$ cat src/rtl/cpu_ctrl_pkg.sv
// -----------------------------------------------------------------------------
// cpu_ctrl_pkg
// Shared definitions for the control sequencer:
//   - 5-bit opcode constants (IR[31:27])
//   - ALUop codes driven to the datapath ALU
//   - sequencer state encoding (T0..T7, HALT)
//   - instruction classes produced by instr_decoder
//   - ctrl_t: the packed bundle of every control strobe plus ALUop
//   - last_state(): the final execution step of each instruction class
// -----------------------------------------------------------------------------
package cpu_ctrl_pkg;

  localparam logic [4:0] OP_LD   = 5'b00000;
  localparam logic [4:0] OP_LDI  = 5'b00001;
  localparam logic [4:0] OP_ST   = 5'b00010;
  localparam logic [4:0] OP_ADD  = 5'b00011;
  localparam logic [4:0] OP_SUB  = 5'b00100;
  localparam logic [4:0] OP_AND  = 5'b00101;
  localparam logic [4:0] OP_OR   = 5'b00110;
  localparam logic [4:0] OP_ADDI = 5'b01100;
  localparam logic [4:0] OP_BR   = 5'b10010;
  localparam logic [4:0] OP_NOP  = 5'b11010;
  localparam logic [4:0] OP_HALT = 5'b11011;

  localparam logic [3:0] ALU_NONE = 4'b0000;
  localparam logic [3:0] ALU_ADD  = 4'b0001;
  localparam logic [3:0] ALU_SUB  = 4'b0010;
  localparam logic [3:0] ALU_AND  = 4'b0011;
  localparam logic [3:0] ALU_OR   = 4'b0100;

  typedef enum logic [3:0] {
    S_T0, S_T1, S_T2, S_T3, S_T4, S_T5, S_T6, S_T7, S_HALT
  } state_e;

  typedef enum logic [3:0] {
    CL_LD, CL_LDI, CL_ST, CL_ALU, CL_ADDI, CL_BR, CL_NOP, CL_HALT, CL_ILLEGAL
  } instr_class_e;

  typedef struct packed {
    logic       pc_out;
    logic       zlow_out;
    logic       mdr_out;
    logic       c_out;
    logic       ba_out;
    logic       r_out;
    logic       mar_in;
    logic       mdr_in;
    logic       ir_in;
    logic       pc_in;
    logic       y_in;
    logic       z_in;
    logic       r_in;
    logic       con_in;
    logic       inc_pc;
    logic       read;
    logic       write;
    logic       gra;
    logic       grb;
    logic       grc;
    logic [3:0] alu_op;
  } ctrl_t;

  // Step on which an instruction completes; Stop is honoured only here.
  // nop, halt and an untrapped undefined opcode all finish at T2.
  function automatic state_e last_state(input instr_class_e c);
    case (c)
      CL_ALU, CL_ADDI, CL_LDI: last_state = S_T5;
      CL_BR:                   last_state = S_T6;
      CL_LD, CL_ST:            last_state = S_T7;
      default:                 last_state = S_T2;
    endcase
  endfunction

endpackage

$ cat src/rtl/instr_decoder.sv
// -----------------------------------------------------------------------------
// instr_decoder
// Purely combinational map from the opcode field to an instruction class and
// the ALU operation that class uses during execution.
// Ports:
//   i_opcode  [4:0]  IR[31:27]
//   o_class          instruction class (CL_ILLEGAL for undefined opcodes)
//   o_alu_op  [3:0]  ALU operation for the class's ALU step
// -----------------------------------------------------------------------------
module instr_decoder
  import cpu_ctrl_pkg::*;
(
  input  logic [4:0]   i_opcode,
  output instr_class_e o_class,
  output logic [3:0]   o_alu_op
);

  always_comb begin
    // NOTE: every output gets a default first so no path leaves it unassigned,
    // which would otherwise infer a latch.
    o_class  = CL_ILLEGAL;
    o_alu_op = ALU_NONE;
    case (i_opcode)
      OP_LD:   begin o_class = CL_LD;   o_alu_op = ALU_ADD; end
      OP_LDI:  begin o_class = CL_LDI;  o_alu_op = ALU_ADD; end
      OP_ST:   begin o_class = CL_ST;   o_alu_op = ALU_ADD; end
      OP_ADD:  begin o_class = CL_ALU;  o_alu_op = ALU_ADD; end
      OP_SUB:  begin o_class = CL_ALU;  o_alu_op = ALU_SUB; end
      OP_AND:  begin o_class = CL_ALU;  o_alu_op = ALU_AND; end
      OP_OR:   begin o_class = CL_ALU;  o_alu_op = ALU_OR;  end
      OP_ADDI: begin o_class = CL_ADDI; o_alu_op = ALU_ADD; end
      OP_BR:   begin o_class = CL_BR;   o_alu_op = ALU_ADD; end
      OP_NOP:  o_class = CL_NOP;
      OP_HALT: o_class = CL_HALT;
      default: o_class = CL_ILLEGAL;
    endcase
  end

endmodule

$ cat src/rtl/control_sequencer.sv
// -----------------------------------------------------------------------------
// control_sequencer
// Hardwired T-state control unit: fetch (T0..T2), per-class execute steps
// (T3..T7), and a HALT state left only through i_clear.
// Build option: define ILLEGAL_TRAP_EN to halt on undefined opcodes and raise
// o_illegal; otherwise undefined opcodes behave as nop and o_illegal is 0.
// Ports:
//   i_clock, i_clear (async, active high), i_ir[31:0], i_branch_met, i_stop
//   bus drives : o_pc_out o_zlow_out o_mdr_out o_c_out o_ba_out o_r_out
//   loads      : o_mar_in o_mdr_in o_ir_in o_pc_in o_y_in o_z_in o_r_in o_con_in
//   misc       : o_inc_pc o_read o_write o_gra o_grb o_grc o_alu_op[3:0]
//   status     : o_run (low only in HALT), o_illegal
// -----------------------------------------------------------------------------
module control_sequencer
  import cpu_ctrl_pkg::*;
(
  input  logic        i_clock,
  input  logic        i_clear,
  input  logic [31:0] i_ir,
  input  logic        i_branch_met,
  input  logic        i_stop,
  output logic        o_pc_out,
  output logic        o_zlow_out,
  output logic        o_mdr_out,
  output logic        o_c_out,
  output logic        o_ba_out,
  output logic        o_r_out,
  output logic        o_mar_in,
  output logic        o_mdr_in,
  output logic        o_ir_in,
  output logic        o_pc_in,
  output logic        o_y_in,
  output logic        o_z_in,
  output logic        o_r_in,
  output logic        o_con_in,
  output logic        o_inc_pc,
  output logic        o_read,
  output logic        o_write,
  output logic        o_gra,
  output logic        o_grb,
  output logic        o_grc,
  output logic [3:0]  o_alu_op,
  output logic        o_run,
  output logic        o_illegal
);

  state_e       r_state;
  state_e       w_next;
  instr_class_e w_class;
  logic [3:0]   w_alu;
  logic         w_trap;
  ctrl_t        w_ctrl;
  logic         w_unused_ir;

  // Register fields are routed to the register file elsewhere.
  assign w_unused_ir = ^i_ir[26:0];

  instr_decoder u_dec (
    .i_opcode (i_ir[31:27]),
    .o_class  (w_class),
    .o_alu_op (w_alu)
  );

`ifdef ILLEGAL_TRAP_EN
  logic r_illegal;
  assign w_trap = (w_class == CL_ILLEGAL);

  // Sticky until Clear so the fault stays visible after IR moves on.
  always_ff @(posedge i_clock or posedge i_clear) begin
    if (i_clear)                         r_illegal <= 1'b0;
    else if (r_state == S_T2 && w_trap)  r_illegal <= 1'b1;
  end
  assign o_illegal = r_illegal;
`else
  assign w_trap    = 1'b0;
  assign o_illegal = 1'b0;
`endif

  // NOTE: sequential state uses non-blocking assignment so every flop samples
  // pre-edge values regardless of block ordering.
  always_ff @(posedge i_clock or posedge i_clear) begin
    if (i_clear) r_state <= S_T0;
    else         r_state <= w_next;
  end

  always_comb begin
    w_next = r_state;
    case (r_state)
      S_T0:   w_next = S_T1;
      S_T1:   w_next = S_T2;
      S_HALT: w_next = S_HALT;
      default: begin
        if (r_state == last_state(w_class)) begin
          if (w_class == CL_HALT || w_trap || i_stop) w_next = S_HALT;
          else                                         w_next = S_T0;
        end else begin
          w_next = state_e'(r_state + 4'd1);
        end
      end
    endcase
  end

  always_comb begin
    w_ctrl = '0;
    // Clear forces T0 asynchronously, but T0 normally drives fetch strobes;
    // gating here keeps the bus quiet for as long as Clear is held.
    if (!i_clear) begin
      case (r_state)
        S_T0: begin
          w_ctrl.pc_out = 1'b1; w_ctrl.mar_in = 1'b1;
          w_ctrl.inc_pc = 1'b1; w_ctrl.z_in   = 1'b1;
        end
        S_T1: begin
          w_ctrl.zlow_out = 1'b1; w_ctrl.pc_in  = 1'b1;
          w_ctrl.read     = 1'b1; w_ctrl.mdr_in = 1'b1;
        end
        S_T2: begin
          w_ctrl.mdr_out = 1'b1; w_ctrl.ir_in = 1'b1;
        end
        S_T3: case (w_class)
          CL_ALU, CL_ADDI: begin
            w_ctrl.grb = 1'b1; w_ctrl.r_out = 1'b1; w_ctrl.y_in = 1'b1;
          end
          CL_LDI, CL_LD, CL_ST: begin
            w_ctrl.grb = 1'b1; w_ctrl.ba_out = 1'b1; w_ctrl.y_in = 1'b1;
          end
          CL_BR: begin
            w_ctrl.gra = 1'b1; w_ctrl.r_out = 1'b1; w_ctrl.con_in = 1'b1;
          end
          default: ;
        endcase
        S_T4: case (w_class)
          CL_ALU: begin
            w_ctrl.grc = 1'b1; w_ctrl.r_out = 1'b1;
            w_ctrl.z_in = 1'b1; w_ctrl.alu_op = w_alu;
          end
          CL_ADDI, CL_LDI, CL_LD, CL_ST: begin
            w_ctrl.c_out = 1'b1; w_ctrl.z_in = 1'b1; w_ctrl.alu_op = w_alu;
          end
          CL_BR: begin
            w_ctrl.pc_out = 1'b1; w_ctrl.y_in = 1'b1;
          end
          default: ;
        endcase
        S_T5: case (w_class)
          CL_ALU, CL_ADDI, CL_LDI: begin
            w_ctrl.zlow_out = 1'b1; w_ctrl.gra = 1'b1; w_ctrl.r_in = 1'b1;
          end
          CL_LD, CL_ST: begin
            w_ctrl.zlow_out = 1'b1; w_ctrl.mar_in = 1'b1;
          end
          CL_BR: begin
            w_ctrl.c_out = 1'b1; w_ctrl.z_in = 1'b1; w_ctrl.alu_op = w_alu;
          end
          default: ;
        endcase
        S_T6: case (w_class)
          CL_LD: begin
            w_ctrl.read = 1'b1; w_ctrl.mdr_in = 1'b1;
          end
          CL_ST: begin
            w_ctrl.gra = 1'b1; w_ctrl.r_out = 1'b1; w_ctrl.mdr_in = 1'b1;
          end
          CL_BR: begin
            // CON flip-flop was loaded at T3, so its result is settled here.
            w_ctrl.zlow_out = 1'b1; w_ctrl.pc_in = i_branch_met;
          end
          default: ;
        endcase
        S_T7: case (w_class)
          CL_LD: begin
            w_ctrl.mdr_out = 1'b1; w_ctrl.gra = 1'b1; w_ctrl.r_in = 1'b1;
          end
          CL_ST: w_ctrl.write = 1'b1;
          default: ;
        endcase
        default: ;
      endcase
    end
  end

  assign o_pc_out   = w_ctrl.pc_out;
  assign o_zlow_out = w_ctrl.zlow_out;
  assign o_mdr_out  = w_ctrl.mdr_out;
  assign o_c_out    = w_ctrl.c_out;
  assign o_ba_out   = w_ctrl.ba_out;
  assign o_r_out    = w_ctrl.r_out;
  assign o_mar_in   = w_ctrl.mar_in;
  assign o_mdr_in   = w_ctrl.mdr_in;
  assign o_ir_in    = w_ctrl.ir_in;
  assign o_pc_in    = w_ctrl.pc_in;
  assign o_y_in     = w_ctrl.y_in;
  assign o_z_in     = w_ctrl.z_in;
  assign o_r_in     = w_ctrl.r_in;
  assign o_con_in   = w_ctrl.con_in;
  assign o_inc_pc   = w_ctrl.inc_pc;
  assign o_read     = w_ctrl.read;
  assign o_write    = w_ctrl.write;
  assign o_gra      = w_ctrl.gra;
  assign o_grb      = w_ctrl.grb;
  assign o_grc      = w_ctrl.grc;
  assign o_alu_op   = w_ctrl.alu_op;
  assign o_run      = (r_state != S_HALT);

endmodule
$ cat config.mk
export PLATFORM = sky130hd
export DESIGN_NAME = control_sequencer
export DESIGN_NICKNAME = d
export VERILOG_FILES = /design/src/rtl/cpu_ctrl_pkg.sv /design/src/rtl/instr_decoder.sv /design/src/rtl/control_sequencer.sv
export SDC_FILE = /design/constraint.sdc
export NUM_CORES = 1
export LEC_CHECK = 0
export BUFFER_PORTS_ARGS = -buffer_cell sky130_fd_sc_hd__buf_4
export CAP_MARGIN = 20
export CORE_ASPECT_RATIO = 0.75
export CORE_MARGIN = 3
export CORE_UTILIZATION = 45
export DETAILED_ROUTE_END_ITERATION = 10
export PLACE_DENSITY = 0.85
export SYNTH_ARGS = -nofsm -noshare
export SYNTH_HDL_FRONTEND = slang
export SYNTH_SLANG_ARGS = --single-unit
$ cat constraint.sdc
create_clock -name i_clock -period 4.57 [get_ports i_clock]
set_clock_uncertainty 0.1 [all_clocks]
set_input_delay 0.6855 -clock i_clock [delete_from_list [all_inputs] [get_ports i_clock]]
set_output_delay 0.6855 -clock i_clock [all_outputs]
set_load 0.02 [all_outputs]
[Word-level counts from Yosys, hierarchy flattened]
Cells that the tools add are included.
W data, S select, Z words.
Storage, ports and cells
  latch bits: 0
  bits in read-only memories: 0
  memories: 0
  flip-flop bits (word level): 4
  input bits: 36
  output and inout port bits: 26
  bits in writable memories: 0
Operators by class
  add/subtract/negate cells: 1
  reductions and logical operators: 13
  equal/unequal tests: 26
  muxes and demuxes: 42
  div/mod/pow operators: 0
  shift-type cells: 0
  bitwise operators: 0
  $mul: 0
  order comparisons: 0
Operator list (count)
  $pmux W4 S8: 1
  $eq A4 B3 Y1 const B: 7
  $mux W24: 1
  $mux W4: 5
  $mux W1: 18
  $pmux W1 S2: 9
  $eq A4 B2 Y1 const B: 4
  $eq A5 B3 Y1 const B: 3
  $eq A5 B5 Y1 const B: 3
  $pmux W3 S4: 1
  $pmux W4 S3: 1
  $reduce_or A3 Y1: 4
  $eq A5 B2 Y1 const B: 2
  $pmux W1 S3: 3
  $pmux W3 S3: 1
  $eq A4 B1 Y1 const B: 2
  $logic_not A4 Y1: 2
  $pmux W4 S2: 1
  $reduce_or A4 Y1: 2
  $reduce_or A6 Y1: 1
  $eq A5 B1 Y1 const B: 1
  $eq A5 B4 Y1 const B: 1
  $logic_not A5 Y1: 1
  $reduce_or A5 Y1: 1
  7 further kinds: 7

[Longest topological paths before layout]
  depth after elaboration: 10
  depth in mapped cells: 7
  mapped depth without buffers: 7

[By module]
A second synthesis with hierarchy kept.
Unflattened totals
  cell total of the unflattened synthesis: 158
  area total of the unflattened synthesis: 1044.8 um2
Modules (own cells, without submodules)
  control_sequencer: instances 1, cells each 125, area each 813.3 um2, seq. area each 100.1 um2
  instr_decoder: instances 1, cells each 33, area each 231.5 um2, seq. area each 0.0 um2

[Worst setup path after synthesis]
Ideal clock, no wire load.
  path type: input to output
  start: input i_ir[30]
  end: output o_gra
  required time: 3784 ps
  stages on the path: 7
  setup slack: 1289 ps
  buffers on the path: 1
  arrival: 2496 ps
  path through: buf_2 or2_1 nor2_1 nand4b_1 nor3_1 a31oi_1 a2111oi_1
Between the ends
  longest elaborated chain between the ends: 8
RTL lines
  start, declared: RTL line control_sequencer.sv:19  | input logic [31:0] i_ir,
  $eq A5 B2 Y1 or $eq A5 B3 Y1 (tied branches): RTL line instr_decoder.sv:23  | case (i_opcode)
  $reduce_or A4 Y1 (no line)
  $pmux W4 S8 *: RTL line instr_decoder.sv:23
  $eq A4 B2 Y1, or another cell as far along: RTL line control_sequencer.sv:145  | S_T5: case (w_class)
  $reduce_or A3 Y1: RTL line control_sequencer.sv:145
  $mux W1: RTL line control_sequencer.sv:145
  $pmux W1 S4 *: RTL line control_sequencer.sv:108  | case (r_state)
  $mux W24 *: RTL line control_sequencer.sv:107  | if (!i_clear) begin
  end, declared: RTL line control_sequencer.sv:39  | output logic o_gra,
Mark *: on every way between the ends. The rest lies on a longest branch, timed or not.

[Worst setup path in the final report]
  start: input i_ir[28]
  end: output o_alu_op[2]
Between the ends
  longest elaborated chain between the ends: 8
RTL lines
  $eq A5 B2 Y1 or $eq A5 B3 Y1 (tied branches): RTL line instr_decoder.sv:23
  $reduce_or A4 Y1 (no line)
  $pmux W4 S8: RTL line instr_decoder.sv:23
  $eq A4 B2 Y1, or another cell as far along: RTL line control_sequencer.sv:132  | S_T4: case (w_class)
  $reduce_or A5 Y1 (no line)
  $mux W4: RTL line control_sequencer.sv:132
  $pmux W4 S2 *: RTL line control_sequencer.sv:108
  $mux W24 *: RTL line control_sequencer.sv:107
  end, declared: RTL line control_sequencer.sv:42  | output logic [3:0] o_alu_op,
Marks and branches as above.

==> flow_summary_export.csv <==
group,metric,value,unit
floorplan,die_h,45.55,µm
yosys,syn_inst,140,
cts,clk_latency,0.25,ns
floorplan,rows,13,
yosys,avgSynthCellArea,6.703,µm²
cts,postCtsHoldBufs,0,
timing,hold_viol,0,
yosys,yosys.area.top_type,"dfrtp_1",
drt,drtPass1Iterations,5,
grt,grt_pass1_vias,994,
finish,final_cell_mix,"buf_4 (32), nor2_1 (24), nand2_1 (9), inv_1 (7), o21ai_0 (7)",
cts,clockBufferDepth,2,
finish,largestRegisters,"r_state: 4 flops",
pwr,p_leak,0.5359,nW
floorplan,die_w,58.73,µm
setup_path,criticalPathCategory,"in -> out",
cts,numCtsBuffers,3,
pwr,power.density,425.8,nW/µm²
timing,fmax,293.5,MHz
timing,period_share,0.7456,
cts,clock_sinks,4,
drt,route.vias.total,1139,
finish,regMostFlops,"r_state",
placed_design,gp_congestion,0.9426,
run_status,status,"complete, no violations",
drt,ant_nets,0,
grt,grt_pass1_wl,4560,µm
setup_path,startpoint,"i_ir[28]",
setup_path,cp-start-kind,"input port",
finish,drive_gt1_frac,0.2716,
floorplan,die-area,2675,µm²
yosys,synth_edf_count,0,
drt,drtIter0Drc,78,
grt,grt_util_met3,0.02550,
setup_path,crit_required,3.78,ns
cts,cts_max_level,1,
yosys,ys_types,51,
cts,post_cts_buffers,0,
timing,finalCriticalPeriod,3.407,ns
timing,relSlewSlack,0.4854,
setup_path,critPathCaptureType,"output pin",
grt,grt_usage,0.2218,
finish,final_common_cell,"buf_4",
finish,area_growth_syn_to_layout,23.07,%
setup_path,worstPathArrival,2.62,ns
cts,clk_pin_slew_worst_paths,0.05,ns
finish,largest_register_ffs,4,
cts,cts_root_buf,"clkbuf_4",
grt,overflow,0,
drt,via_per_inst,6.190,
cts,ctsResizeCount,0,
finish,instances_no_fill,184,
hold_path,hold_class,"in -> async",
yosys,netlist_area,938.4,µm²
grt,grt_max_degree,18,
yosys,ys_warn_count,0,
yosys,synth_area_leaders,"dfrtp_1 (11%), nor2_1 (9.6%), ha_1 (5.3%)",
floorplan,io_pins,62,
timing,max_slew.worst_pin.slew,0.7703,ns
yosys,synth_seq_cells,4,
job,drv_cap,0,
placed_design,portBuffers,32,
yosys,ys_seq_area_frac,0.1067,
floorplan,initial_utilization,0.5061,
grt,busiest_layer,"met2",
finish,nets,204,
grt,gr-usage-met2,0.3590,
placed_design,placedCellCount,181,
drt,post-route-drc-count,0,
grt,antenna_found_initial,0,
placed_design,hpwlAfterDp,2243,µm
timing,tns,0,ns
yosys,ys_async_sr_fraction,1.000,
grt,use_met1,0.3147,
timing,finalSetupViolCount,0,
drt,routed_wl,2916,µm
yosys,synth.top_cell.area_share,0.1067,
timing,final_max_slew_viol_count,0,
setup_path,rr_startpoint,"r_state[1]",
pwr,irDropWorstVdd,223.0,µV
yosys,ys.flop_type,"dfrtp_1",
setup_path,path_max_fanout,11,
cts,cts_tree,"done",
floorplan,fp.coreArea,1854,µm²
finish,antenna_cells,0,
drt,detail_route.wl_per_cell,15.85,µm
timing,rsz0062_at_grt,"false",
cell usage after synthesis (2+ instances only):
master and n:
ha_1 4, and4_1 2, nor4_1 4, a32oi_1 2, nand2_1 9, nor3_1 6, clkbuf_1 7, nor2_1 24
a211oi_1 2, or3_1 3, nor3b_1 2, a21oi_1 3, nor4b_1 2, and3_1 4, dfrtp_1 4, buf_6 2
and2_1 4, buf_4 2, xor2_1 2, nand3_1 3, o21ai_0 7, inv_1 7, a31oi_1 6, buf_2 2
report_power, final:
| part | switching, mW | total, mW | internal (mW) |
|---|---|---|---|
| clock | 0.0178 | 0.0474 | 0.0296 |
| sequential | 0.0381 | 0.0900 | 0.0519 |
| combinational | 0.209 | 0.354 | 0.145 |
final timing paths:
path                                to  slack [ns]  depth (start not counted)
max reg2reg                 r_state[0]        2.57                          4
max                        o_alu_op[2]        1.16                          8
min                         r_state[3]        0.32                          2
min in group i_clock        r_state[0]        0.66                          3
max in group asynchronous   r_state[0]        3.88                          2
min reg2reg                 r_state[0]        0.66                          3
metal layers:
metal	vias to the layer above	share of wire
met5	-	0
met4	0	0.0099
met3	5	0.098
met2	68	0.44
met1	522	0.46
li1	544	-
area by class of cell:
type,instances,area (µm²)
fillers,177,699.4
inverters,8,30.03
clock buffers,3,22.52
multi-input cells,115,734.5
flip-flops and latches,4,100.1
well taps,22,27.53
repair buffers,32,240.2
critical path: stages:
cell and delay (ns):
buf_4 0.15, and2b_4 0.27, o21ai_2 0.06, a21oi_1 0.35
a22oi_1 0.13, nor4_1 0.54, and4_1 0.29, buf_4 0.15
cells by family (layout without fill, tap and decap cells):
family          after synthesis  in the layout  synth area share
buf+inv                      22             43            0.1147
mux                           2              2           0.02666
other cells                   1              2          0.003996
flops                         4              4            0.1067
compound gates               33             33            0.2747
fa+ha+maj                     4              4           0.05334
simple gates                 72             72            0.4014
xor+xnor                      2              2           0.01867
through the flow:
step                      instance area, µm²  hold slack (ns)  worst slack [ns]  total power [mW]    util
after floorplan                        942.2           0.5489             1.289            0.3407       -
after global placement                  1132           0.5614             1.283            0.4256  0.6107
after detailed placement                1132           0.5726             1.257            0.4331  0.6107
after CTS                               1155           0.3144             1.255            0.4834  0.6228
after global routing                    1155           0.3251             1.070            0.5322  0.6228
final                                   1155           0.3158             1.163            0.4918  0.6228
Note: power is estimated with default switching activity, not from simulation.
